==> src/rtl/crc_mem_pkg.sv <==
// Shared types and helpers for the CRC-protected memory bank.
package crc_mem_pkg;

  typedef enum logic [1:0] {
    S_IDLE = 2'd0,
    S_WAIT = 2'd1,
    S_SCAN = 2'd2
  } scrub_state_t;

  // Serial LFSR CRC, MSB first, no reflection, no final XOR.
  // Data up to 64 bits and CRC up to 32 bits; the live widths come in as arguments.
  function automatic logic [31:0] crc_compute(
    input logic [63:0] data,
    input int          data_w,
    input logic [31:0] poly,
    input int          poly_w,
    input logic [31:0] init
  );
    logic [31:0] crc;
    logic [31:0] mask;
    logic [4:0]  top;
    logic        fb;
    mask = (32'h1 << poly_w) - 32'h1;
    top  = 5'(poly_w - 1);
    crc  = init & mask;
    for (int i = 63; i >= 0; i--) begin
      if (i < data_w) begin
        fb  = crc[top] ^ data[6'(i)];
        crc = (crc << 1) & mask;
        if (fb) crc = crc ^ (poly & mask);
      end
    end
    return crc;
  endfunction

  // Increment that sticks at all-ones for a counter of width w (w <= 32).
  function automatic logic [31:0] sat_inc(
    input logic [31:0] val,
    input int          w
  );
    logic [31:0] mask;
    mask = (32'h1 << w) - 32'h1;
    if ((val & mask) == mask) return mask;
    return (val + 32'h1) & mask;
  endfunction

endpackage

==> src/rtl/crc_mem_scrub_fsm.sv <==
// Background scrubber: waits an interval, then walks every word through the
// shared checker using only cycles the user port leaves free.
module crc_mem_scrub_fsm
  import crc_mem_pkg::*;
#(
  parameter int DEPTH          = 16,
  parameter int ADDR_WIDTH     = 4,
  parameter int SCRUB_INTERVAL = 256
) (
  input  logic                  clk,
  input  logic                  rst,
  input  logic                  i_scrub_en,
  input  logic                  i_port_free,
  output logic                  o_scrub_busy,
  output logic                  o_scrub_done,
  output logic                  o_scrub_check,
  output logic [ADDR_WIDTH-1:0] o_scrub_addr
);

  localparam int                  CNT_W    = $clog2(SCRUB_INTERVAL + 1);
  localparam logic [CNT_W-1:0]    CNT_LAST = CNT_W'(SCRUB_INTERVAL - 1);
  localparam logic [ADDR_WIDTH-1:0] PTR_LAST = ADDR_WIDTH'(DEPTH - 1);

  scrub_state_t          r_state, w_state_nxt;
  logic [CNT_W-1:0]      r_cnt, w_cnt_nxt;
  logic [ADDR_WIDTH-1:0] r_ptr, w_ptr_nxt;
  logic                  r_done, w_done_nxt;

  // State, interval counter, scan pointer and done pulse registers.
  always_ff @(posedge clk) begin
    if (rst) begin
      r_state <= S_IDLE;
      r_cnt   <= '0;
      r_ptr   <= '0;
      r_done  <= 1'b0;
    end else begin
      r_state <= w_state_nxt;
      r_cnt   <= w_cnt_nxt;
      r_ptr   <= w_ptr_nxt;
      r_done  <= w_done_nxt;
    end
  end

  // Next-state logic; dropping scrub_en abandons the pass from any state.
  always_comb begin
    w_state_nxt = r_state;
    w_cnt_nxt   = r_cnt;
    w_ptr_nxt   = r_ptr;
    w_done_nxt  = 1'b0;
    if (!i_scrub_en) begin
      w_state_nxt = S_IDLE;
      w_cnt_nxt   = '0;
      w_ptr_nxt   = '0;
    end else begin
      case (r_state)
        S_IDLE: begin
          w_state_nxt = S_WAIT;
          w_cnt_nxt   = '0;
        end
        S_WAIT: begin
          if (r_cnt == CNT_LAST) begin
            w_state_nxt = S_SCAN;
            w_cnt_nxt   = '0;
            w_ptr_nxt   = '0;
          end else begin
            w_cnt_nxt = r_cnt + CNT_W'(1);
          end
        end
        S_SCAN: begin
          // A stalled cycle (user traffic) holds the pointer.
          if (i_port_free) begin
            if (r_ptr == PTR_LAST) begin
              w_state_nxt = S_WAIT;
              w_cnt_nxt   = '0;
              w_ptr_nxt   = '0;
              w_done_nxt  = 1'b1;
            end else begin
              w_ptr_nxt = r_ptr + ADDR_WIDTH'(1);
            end
          end
        end
        default: begin
          w_state_nxt = S_IDLE;
          w_cnt_nxt   = '0;
          w_ptr_nxt   = '0;
        end
      endcase
    end
  end

  // Outputs decoded from the current state.
  always_comb begin
    o_scrub_busy  = (r_state == S_SCAN);
    o_scrub_check = (r_state == S_SCAN) && i_port_free && i_scrub_en;
    o_scrub_addr  = r_ptr;
    o_scrub_done  = r_done;
  end

endmodule

==> src/rtl/crc_mem_bank.sv <==
// DEPTH-word memory with per-word CRC check bits, write-side error injection,
// a background scrubber and error bookkeeping shared by reads and scrubs.
module crc_mem_bank
  import crc_mem_pkg::*;
#(
  parameter int                         DATA_WIDTH      = 32,
  parameter int                         DEPTH           = 16,
  parameter int                         POLYNOMIAL_BITS = 8,
  parameter logic [POLYNOMIAL_BITS-1:0] POLYNOMIAL      = 8'h07,
  parameter logic [POLYNOMIAL_BITS-1:0] CRC_INIT        = '0,
  parameter int                         OUTPUT_FF       = 1,
  parameter int                         SCRUB_INTERVAL  = 256,
  parameter int                         ERR_CNT_WIDTH   = 8,
  localparam int                        ADDR_WIDTH      = $clog2(DEPTH)
) (
  input  logic                     clk,
  input  logic                     rst,
  input  logic                     wr_en,
  input  logic                     rd_en,
  input  logic [ADDR_WIDTH-1:0]    addr,
  input  logic [DATA_WIDTH-1:0]    wr_data,
  input  logic [DATA_WIDTH-1:0]    inj_mask,
  output logic                     rd_valid,
  output logic [DATA_WIDTH-1:0]    rd_data,
  output logic                     rd_err,
  input  logic                     scrub_en,
  output logic                     scrub_busy,
  output logic                     scrub_done,
  output logic [ERR_CNT_WIDTH-1:0] err_count,
  input  logic                     err_count_clr,
  output logic [ADDR_WIDTH-1:0]    err_addr,
  output logic                     err_sticky
);

  localparam logic [POLYNOMIAL_BITS-1:0] CRC_ZERO = POLYNOMIAL_BITS'(
    crc_compute(64'h0, DATA_WIDTH, 32'(POLYNOMIAL), POLYNOMIAL_BITS, 32'(CRC_INIT)));

  logic [DATA_WIDTH-1:0]      r_mem_data [DEPTH];
  logic [POLYNOMIAL_BITS-1:0] r_mem_crc  [DEPTH];

  logic                       w_port_free, w_user_rd;
  logic                       w_scrub_check;
  logic [ADDR_WIDTH-1:0]      w_scrub_addr;
  logic [POLYNOMIAL_BITS-1:0] w_wr_crc;
  logic [ADDR_WIDTH-1:0]      w_chk_addr;
  logic [DATA_WIDTH-1:0]      w_chk_data;
  logic [POLYNOMIAL_BITS-1:0] w_chk_crc;
  logic                       w_chk_mismatch, w_err_evt;

  logic                       r_vld_p1, r_rd_err_p1;
  logic [DATA_WIDTH-1:0]      r_rd_data_p1;
  logic [ERR_CNT_WIDTH-1:0]   r_err_count;
  logic [ADDR_WIDTH-1:0]      r_err_addr;
  logic                       r_err_sticky;

  // A write wins over a simultaneous read; the scrubber only gets idle cycles.
  assign w_port_free = ~wr_en & ~rd_en;
  assign w_user_rd   = rd_en & ~wr_en;

  // Check bits cover the intended data, so an injection mask shows up as a mismatch.
  assign w_wr_crc = POLYNOMIAL_BITS'(
    crc_compute(64'(wr_data), DATA_WIDTH, 32'(POLYNOMIAL), POLYNOMIAL_BITS, 32'(CRC_INIT)));

  crc_mem_scrub_fsm #(
    .DEPTH          (DEPTH),
    .ADDR_WIDTH     (ADDR_WIDTH),
    .SCRUB_INTERVAL (SCRUB_INTERVAL)
  ) u_scrub (
    .clk           (clk),
    .rst           (rst),
    .i_scrub_en    (scrub_en),
    .i_port_free   (w_port_free),
    .o_scrub_busy  (scrub_busy),
    .o_scrub_done  (scrub_done),
    .o_scrub_check (w_scrub_check),
    .o_scrub_addr  (w_scrub_addr)
  );

  // Storage: reset restores every word to a clean zero with matching check bits.
  always_ff @(posedge clk) begin
    if (rst) begin
      for (int i = 0; i < DEPTH; i++) begin
        r_mem_data[i] <= '0;
        r_mem_crc[i]  <= CRC_ZERO;
      end
    end else if (wr_en) begin
      r_mem_data[addr] <= wr_data ^ inj_mask;
      r_mem_crc[addr]  <= w_wr_crc;
    end
  end

  // Single shared checker, steered to the user read address or the scrub pointer.
  assign w_chk_addr     = w_user_rd ? addr : w_scrub_addr;
  assign w_chk_data     = r_mem_data[w_chk_addr];
  assign w_chk_crc      = POLYNOMIAL_BITS'(
    crc_compute(64'(w_chk_data), DATA_WIDTH, 32'(POLYNOMIAL), POLYNOMIAL_BITS, 32'(CRC_INIT)));
  assign w_chk_mismatch = (w_chk_crc != r_mem_crc[w_chk_addr]);
  assign w_err_evt      = (w_user_rd | w_scrub_check) & w_chk_mismatch;

  // ---- stage p1: read word and check result captured ----
  always_ff @(posedge clk) begin
    if (rst) begin
      r_vld_p1     <= 1'b0;
      r_rd_data_p1 <= '0;
      r_rd_err_p1  <= 1'b0;
    end else begin
      r_vld_p1 <= w_user_rd;
      if (w_user_rd) begin
        r_rd_data_p1 <= w_chk_data;
        r_rd_err_p1  <= w_chk_mismatch;
      end
    end
  end

  // ---- stage p2: optional output register ----
  generate
    if (OUTPUT_FF != 0) begin : g_out_ff
      logic                  r_vld_p2, r_rd_err_p2;
      logic [DATA_WIDTH-1:0] r_rd_data_p2;

      // Output register stage on the read path.
      always_ff @(posedge clk) begin
        if (rst) begin
          r_vld_p2     <= 1'b0;
          r_rd_data_p2 <= '0;
          r_rd_err_p2  <= 1'b0;
        end else begin
          r_vld_p2 <= r_vld_p1;
          if (r_vld_p1) begin
            r_rd_data_p2 <= r_rd_data_p1;
            r_rd_err_p2  <= r_rd_err_p1;
          end
        end
      end

      assign rd_valid = r_vld_p2;
      assign rd_data  = r_rd_data_p2;
      assign rd_err   = r_rd_err_p2;
    end else begin : g_out_direct
      assign rd_valid = r_vld_p1;
      assign rd_data  = r_rd_data_p1;
      assign rd_err   = r_rd_err_p1;
    end
  endgenerate

  // Error bookkeeping; a coincident clear and error leave exactly one error recorded.
  always_ff @(posedge clk) begin
    if (rst) begin
      r_err_count  <= '0;
      r_err_addr   <= '0;
      r_err_sticky <= 1'b0;
    end else begin
      if (err_count_clr) begin
        r_err_count  <= w_err_evt ? ERR_CNT_WIDTH'(1) : '0;
        r_err_sticky <= w_err_evt;
      end else if (w_err_evt) begin
        r_err_count  <= ERR_CNT_WIDTH'(sat_inc(32'(r_err_count), ERR_CNT_WIDTH));
        r_err_sticky <= 1'b1;
      end
      if (w_err_evt) r_err_addr <= w_chk_addr;
    end
  end

  assign err_count  = r_err_count;
  assign err_addr   = r_err_addr;
  assign err_sticky = r_err_sticky;

endmodule

==> config.mk <==
export PLATFORM = sky130hd
export DESIGN_NAME = crc_mem_bank
export DESIGN_NICKNAME = d
export VERILOG_FILES = /design/src/rtl/crc_mem_pkg.sv /design/src/rtl/crc_mem_scrub_fsm.sv /design/src/rtl/crc_mem_bank.sv
export SDC_FILE = /design/constraint.sdc
export NUM_CORES = 1
export LEC_CHECK = 0
export CAP_MARGIN = 15
export CORE_MARGIN = 3
export CORE_UTILIZATION = 50
export CTS_CLUSTER_SIZE = 20
export DETAILED_ROUTE_END_ITERATION = 16
export DONT_BUFFER_PORTS = 1
export PLACE_DENSITY_LB_ADDON = 0.05
export SYNTH_ARGS = -nofsm -noshare
export SYNTH_HDL_FRONTEND = slang
export SYNTH_HIERARCHICAL = 1
export SYNTH_SLANG_ARGS = --single-unit
==> constraint.sdc <==
create_clock -name clk -period 5.7 [get_ports clk]
set_clock_uncertainty 0.2 [all_clocks]
set_input_delay 0.57 -clock clk [delete_from_list [all_inputs] [get_ports clk]]
set_output_delay 0.57 -clock clk [all_outputs]
set_load 0.01 [all_outputs]
==> qor.yml, run 1 <==
status: "finished, final reports clean"
gp_congestion: 0.883
grt_overflow: 0
cp-start-kind: "flip-flop"
cts-buffers-inserted: 81
critPathKind: "reg -> reg"
initial_core_util_pct: 50.9
ys_ff_latch: 737
crit_path_max_fanout: 8
yosysMostFrequentCell: "nor2_1"
grt_max_degree: 76
fill_cells: 5423
synth_mux_area_share_pct: 8.74
synth_edf_count: 640
endpoint: "err_count[3]"
grt_pass1_wl_um: 163000
cp.required_ns: 6.03
num_rows: 94
fin_cells: 3799
synth_fa_ha_area_share_pct: 0.111
viasPerCell: 6.24
finish.instance_area_um2: 38300
r2r_slack_ns: 0.21
dpl.hpwl_um: 68200
n_antenna_cell: 0
synth_commonest_cells: "767 x nor2_1, 640 x edfxtp_1, 227 x nand2_1, 152 x clkbuf_1, 146 x xnor2_1"
place_inst: 3654
finalCriticalPeriod_ns: 5.49
ctsHtreeMaxLevel: 3
antenna_found_initial: 1
total_leakage_power_nw: 13.4
synth_top_area_cell: "edfxtp_1"
die_area_um2: 70800
netlist.area_leader.share_pct: 56.8
synth_nets: 2897
place_area_um2: 35700
syn_area_per_cell_um2: 12.0
dieWidth_um: 266
fp.dieH_um: 266
grt_use_total_pct: 32.1
synth_ff_type: "edfxtp_1"
yosysWarnings: 6
drc: 0
num_vias: 23723
syn_to_final_growth_pct: 13.1
synth_cell_type_count: 75
nets: 2955
min_period_over_period_pct: 96.4
numPortBuffers: 0
drive_gt1_share_pct: 15.4
clock_path_buffers: 3
post_drt_wl_per_cell_um: 29.8
worst_r2r_path_depth: 17
max_freq_ghz: 0.182
synth_top_family_by_area: "simple AND/OR/NAND/NOR gates"
drv_slew: 0
yosys-top-cells-area: "edfxtp_1 57%, nor2_1 8.5%, dfxtp_1 5.7%, mux4_2 4.6%, mux2i_1 4.1%"
cts_tree: "done"
synth-simple-area-share_pct: 14.2
cts_sinks: 737
setup-violations-final: 0
maxSlewHeadroom_pct: 26.0
ir_drop_mv: 0.319
worst-endpoint-arrival_ns: 5.83
drt_pass1_iterations: 6
rsz0062_at_grt: "false"
startpoint: "u_scrub/o_scrub_addr[1]"
cts-root-buf: "clkbuf_16"
pin_count: 123
drt_wl_total_um: 113000
synthArstFlopShare_pct: 0
ant_nets: 0
core_region_area_um2: 66500
hold_class: "in -> reg"
synth_compound_area_share_pct: 5.66
reg2reg_from: "u_scrub/o_scrub_addr[1]"
hold_viol_final: 0
drv_cap: 0
ys_seq_area_share_pct: 62.5
worst_pin_slew_ns: 1.11
worstSetupEndpointType: "flip-flop"
r2r_end: "err_count[3]"
clk_pin_slew_ns: 0.06
syn_inst: 2820
powerDensity_nw_per_um2: 394
synthesis.area_um2: 33800
drtIter0Drc: 2695
grt_pass1_vias: 23083
insertion_delay_ns: 0.63
yosys.area_share.xor_xnor_pct: 5.55
## per-layer routing
metal,up-vias,part of all wire (%),wire (um),track usage [%]
li1,10138,-,-,-
met1,11961,40,45000,44.0
met2,1366,46,52500,50.7
met3,256,9.6,10900,6.72
met4,2,4.3,4910,12.6
met5,-,0.011,12,0
## flip-flops by register name, summed over array words and instances (netlist names)
register,cells
r_mem_data,512
r_mem_crc,128
r_rd_data_p1,32
rd_data,32
u_scrub/r_cnt,9
err_count,8
err_addr,4
u_scrub/o_scrub_addr,4
u_scrub/r_state,2
err_sticky,1
r_rd_err_p1,1
r_vld_p1,1
rd_err,1
rd_valid,1
u_scrub/o_scrub_done,1
## stage by stage
| stage | hold slack (ns) | util [%] | worst slack (ns) | total power (W) | TNS, ns |
|---|---|---|---|---|---|
| finish | 0.0373 | 57.6 | 0.206 | 0.0151 | 0 |
| global route | 0.0306 | 57.6 | 0.00762 | 0.0157 | 0 |
| CTS | 0.00676 | 57.6 | 0.122 | 0.0151 | 0 |
| detailed placement | 0.238 | 53.8 | -0.0957 | 0.0101 | -0.368 |
| global placement | 0.231 | 53.7 | 0.0193 | 0.0100 | 0 |
| floorplan | 0.223 | - | 0.503 | 0.00882 | 0 |
## area by class of cell
cell class                 instances  area [um^2]  share of cell area [%]
multi-input combinational       1823        11800                    30.8
sequential                       737        21200                    55.3
clock inverter                    37          294                   0.768
timing repair buffer             200         1630                    4.26
tap                              864         1080                    2.82
clock buffer                     103         2200                    5.76
inverter                          35          131                   0.343
## placed cells by master (no fill, tap or decap), types with 8 or more instances in the layout
cell / Yosys / final
inv_1: 34 / 34
edfxtp_1: 640 / 640
a2111oi_0: 10 / 8
a32oi_1: 11 / 11
clkinv_1: 0 / 19
a311oi_1: 16 / 16
dfxtp_1: 97 / 95
a31oi_1: 19 / 17
xnor2_2: 3 / 8
xor2_1: 26 / 26
mux4_2: 69 / 69
a22oi_1: 15 / 14
nand3_1: 56 / 52
xnor3_1: 11 / 11
and3_1: 22 / 22
o221ai_1: 23 / 23
a211oi_1: 62 / 62
clkinv_2: 0 / 8
nor2_1: 767 / 767
buf_12: 0 / 8
nand2b_2: 1 / 17
o21ai_0: 14 / 14
a21oi_1: 26 / 25
a221oi_1: 12 / 12
nor3_1: 32 / 32
nand2_2: 0 / 12
buf_4: 11 / 187
clkbuf_1: 152 / 15
xnor2_1: 146 / 141
mux2i_1: 137 / 135
clkbuf_16: 0 / 84
nand2_1: 227 / 215
## what timing repair did
item	CTS	global route
hold buffers	4	0
resized for setup	0	3
setup endpoints to repair	0	12
hold endpoints to repair	82	0
setup buffers	0	0
## power by group
group / switching (W) / internal, W / total (W)
combinational: 0.00221 / 0.00155 / 0.00376
clock: 0.00214 / 0.00290 / 0.00504
sequential: 0.000110 / 0.00618 / 0.00629
## worst min path at each step
stage / from / to / slack [ns] / cells past startpoint
after floorplan: u_scrub/r_cnt[8] / u_scrub/r_cnt[8] / 0.22 / 2
after global placement: u_scrub/r_cnt[8] / u_scrub/r_cnt[8] / 0.23 / 2
after detailed placement: u_scrub/r_cnt[8] / u_scrub/r_cnt[8] / 0.24 / 2
after CTS: addr[0] / r_mem_data[3][31] / 0.007 / 2
after global routing: addr[0] / r_mem_data[3][31] / 0.03 / 2
final: rst / u_scrub/r_cnt[8] / 0.04 / 3
## logic make-up (layout without fill, tap and decap cells)
kind of cell    after synthesis  in the layout
simple gates               1171           1171
flops                       737            737
buf+inv                     260            375
compound gates              251            251
mux                         209            209
xor+xnor                    189            189
fa+ha+maj                     3              3
## worst max-delay path, stage by stage (launching register included)
cell	delay [ns]
dfxtp_1	0.64
inv_1	0.18
a31oi_1	0.35
buf_4	0.26
nor3_1	0.09
a2111oi_1	0.69
buf_4	0.23
a22oi_1	0.12
xnor2_1	0.17
xnor3_1	0.28
xnor3_2	0.27
xnor3_1	0.46
xnor2_2	0.27
mux2i_1	0.23
o22a_1	0.31
buf_4	0.20
o221ai_1	0.11
a221oi_1	0.32
Power figures use the tool's default switching activity.
==> run 2: changes to the inputs <==
Settings changed: CAP_MARGIN 15 to 10.
==> run 2 against run 1 <==
Against the previous run: core utilization grew 0.092 points; power grew 0.70%; maximum frequency grew 1.1%; routed wire length shrank 0.16%; via count shrank 0.18%; clock-buffer cell count grew 5; critical path depth shrank 1; sequential power is essentially flat.
==> qor.yml, run 2 (same netlist as run 1, synthesis figures left out) <==
regArea_um2: 21200
n_antenna_cell: 0
max_freq_ghz: 0.184
crit_path_max_fanout: 33
cts_sinks: 737
post_drt_wl_per_cell_um: 29.7
die_area_um2: 70800
min_period_over_period_pct: 95.4
gp_congestion: 0.883
slowest_delay_ns: 0.69
slowest_stage: "a2111oi_0"
worst-endpoint-arrival_ns: 5.77
num_rows: 94
pin_count: 123
status: "finished, final reports clean"
final_common_cell: "nor2_1"
dpl.hpwl_um: 68000
reg2reg_from: "u_scrub/o_scrub_addr[0]"
multi_input_area_um2: 11800
ctsHtreeMaxLevel: 3
setup_slack_ns: 0.264
top_register: "r_mem_data"
cp_cell_sequence: "a21o_4 > buf_12 > mux2i_1 > a2111oi_0 > buf_4 > a22oi_1 > xnor2_1 > xnor3_1 > xnor3_2 > xnor3_1 > xnor2_2 > mux2i_1 > o22a_1 > buf_4 > o221ai_1 > a221oi_1"
cts-root-buf: "clkbuf_16"
setup-violations-final: 0
cp-start-kind: "flip-flop"
cts_tree: "done"
drtIter0Drc: 3017
reg.largest.list: "r_mem_data (512), r_mem_crc (128)"
fin_cells: 3802
finalCriticalPeriod_ns: 5.44
largest_reg_flops: 512
fill_cells: 5427
grt_pass1_wl_um: 163000
antenna_found_initial: 2
clk_pin_slew_ns: 0.06
critPathKind: "reg -> reg"
insertion_delay_ns: 0.64
cts-buffers-inserted: 81
nets: 2954
ant_nets: 0
startpoint: "u_scrub/o_scrub_addr[0]"
worst_pin_slew_ns: 1.27
ir_drop_mv: 0.421
grt_pass1_vias: 23329
cp.required_ns: 6.03
grt_use_total_pct: 32.0
syn_to_final_growth_pct: 13.3
place_inst: 3653
dp_slack_ns: -0.0803
drc: 0
hp-start: "addr[0]"
hold_viol_final: 0
numPortBuffers: 0
drv_slew: 0
total_leakage_power_nw: 13.4
hold_path_depth: 2
dieWidth_um: 266
initial_core_util_pct: 50.9
drt_pass1_iterations: 6
drive_gt1_share_pct: 15.5
powerDensity_nw_per_um2: 396
fp.dieH_um: 266
drv_cap: 0
grt_overflow: 0
viasPerCell: 6.23
maxSlewHeadroom_pct: 15.5
worstSetupEndpointType: "flip-flop"
clock_path_buffers: 3
drt_wl_total_um: 113000
grt_max_degree: 76
worst_r2r_path_depth: 16
hold_class: "in -> reg"
rsz0062_at_grt: "false"
postCtsSetupRepairBufs: 0
num_vias: 23680
layout_common_cells: "767 x nor2_1, 640 x edfxtp_1, 215 x nand2_1, 187 x buf_4, 141 x xnor2_1"
core_region_area_um2: 66500
-- run 2: changes by cell type in the layout (fill, tap and decap cells not counted), moves of 2 or more --
cell / before / now
clkinvlp_4: 4 / 1
clkbuf_1: 15 / 18
clkinv_1: 19 / 17
inv_6: 0 / 2
clkbuf_8: 3 / 5
-- run 2: worst max-delay path, delay by kind of cell, from the launching register on --
family	cells	cell delay, ns
XOR/XNOR	5	1.48
flip-flops	1	0.59
AO/OA/AOI/OAI	6	1.96
buffers and inverters	3	0.71
multiplexers	2	0.34
-- run 2: area by class of cell --
class | instances | share of cell area, %
clock inverter | 36 | 0.874
tap | 864 | 2.82
sequential | 737 | 55.2
clock buffer | 108 | 5.85
timing repair buffer | 199 | 4.21
multi-input combinational | 1823 | 30.7
inverter | 35 | 0.343
-- run 2: where the power goes --
group          internal, W  switching (W)
clock              0.00299        0.00215
combinational      0.00155        0.00221
sequential         0.00618       0.000110
-- run 2: worst paths after layout --
kind / slack (ns) / to
setup / recovery: 0.26 / err_count[3]
hold / removal: 0.04 / r_mem_data[3][31]
setup reg to reg: 0.26 / err_count[3]
hold reg to reg: 0.25 / u_scrub/r_cnt[8]
-- run 2: through the flow --
stage	hold WS, ns	setup TNS, ns	utilization, %	instance area (um^2)	total power (W)
final	0.0359	0	57.7	38400	0.0152
after global routing	0.0207	0	57.7	38400	0.0158
after CTS	0.000543	0	57.7	38300	0.0152
after detailed placement	0.238	-0.284	53.7	35700	0.0101
after global placement	0.231	0	53.7	35700	0.0100
after floorplan	0.223	0	-	33800	0.00882
-- run 2: metal layers --
layer,GRT usage (%),vias up,part of all wire [%]
met1,44.0,11940,40
met3,6.18,257,9.9
met5,0,-,0.023
met2,50.7,1332,46
met4,12.3,4,4.0
li1,-,10147,-
-- run 2: repair_timing --
item / in CTS / in global routing
hold endpoints to repair: 77 / 0
hold buffers: 4 / 0
setup endpoints to repair: 0 / 8
resized for setup: 0 / 4
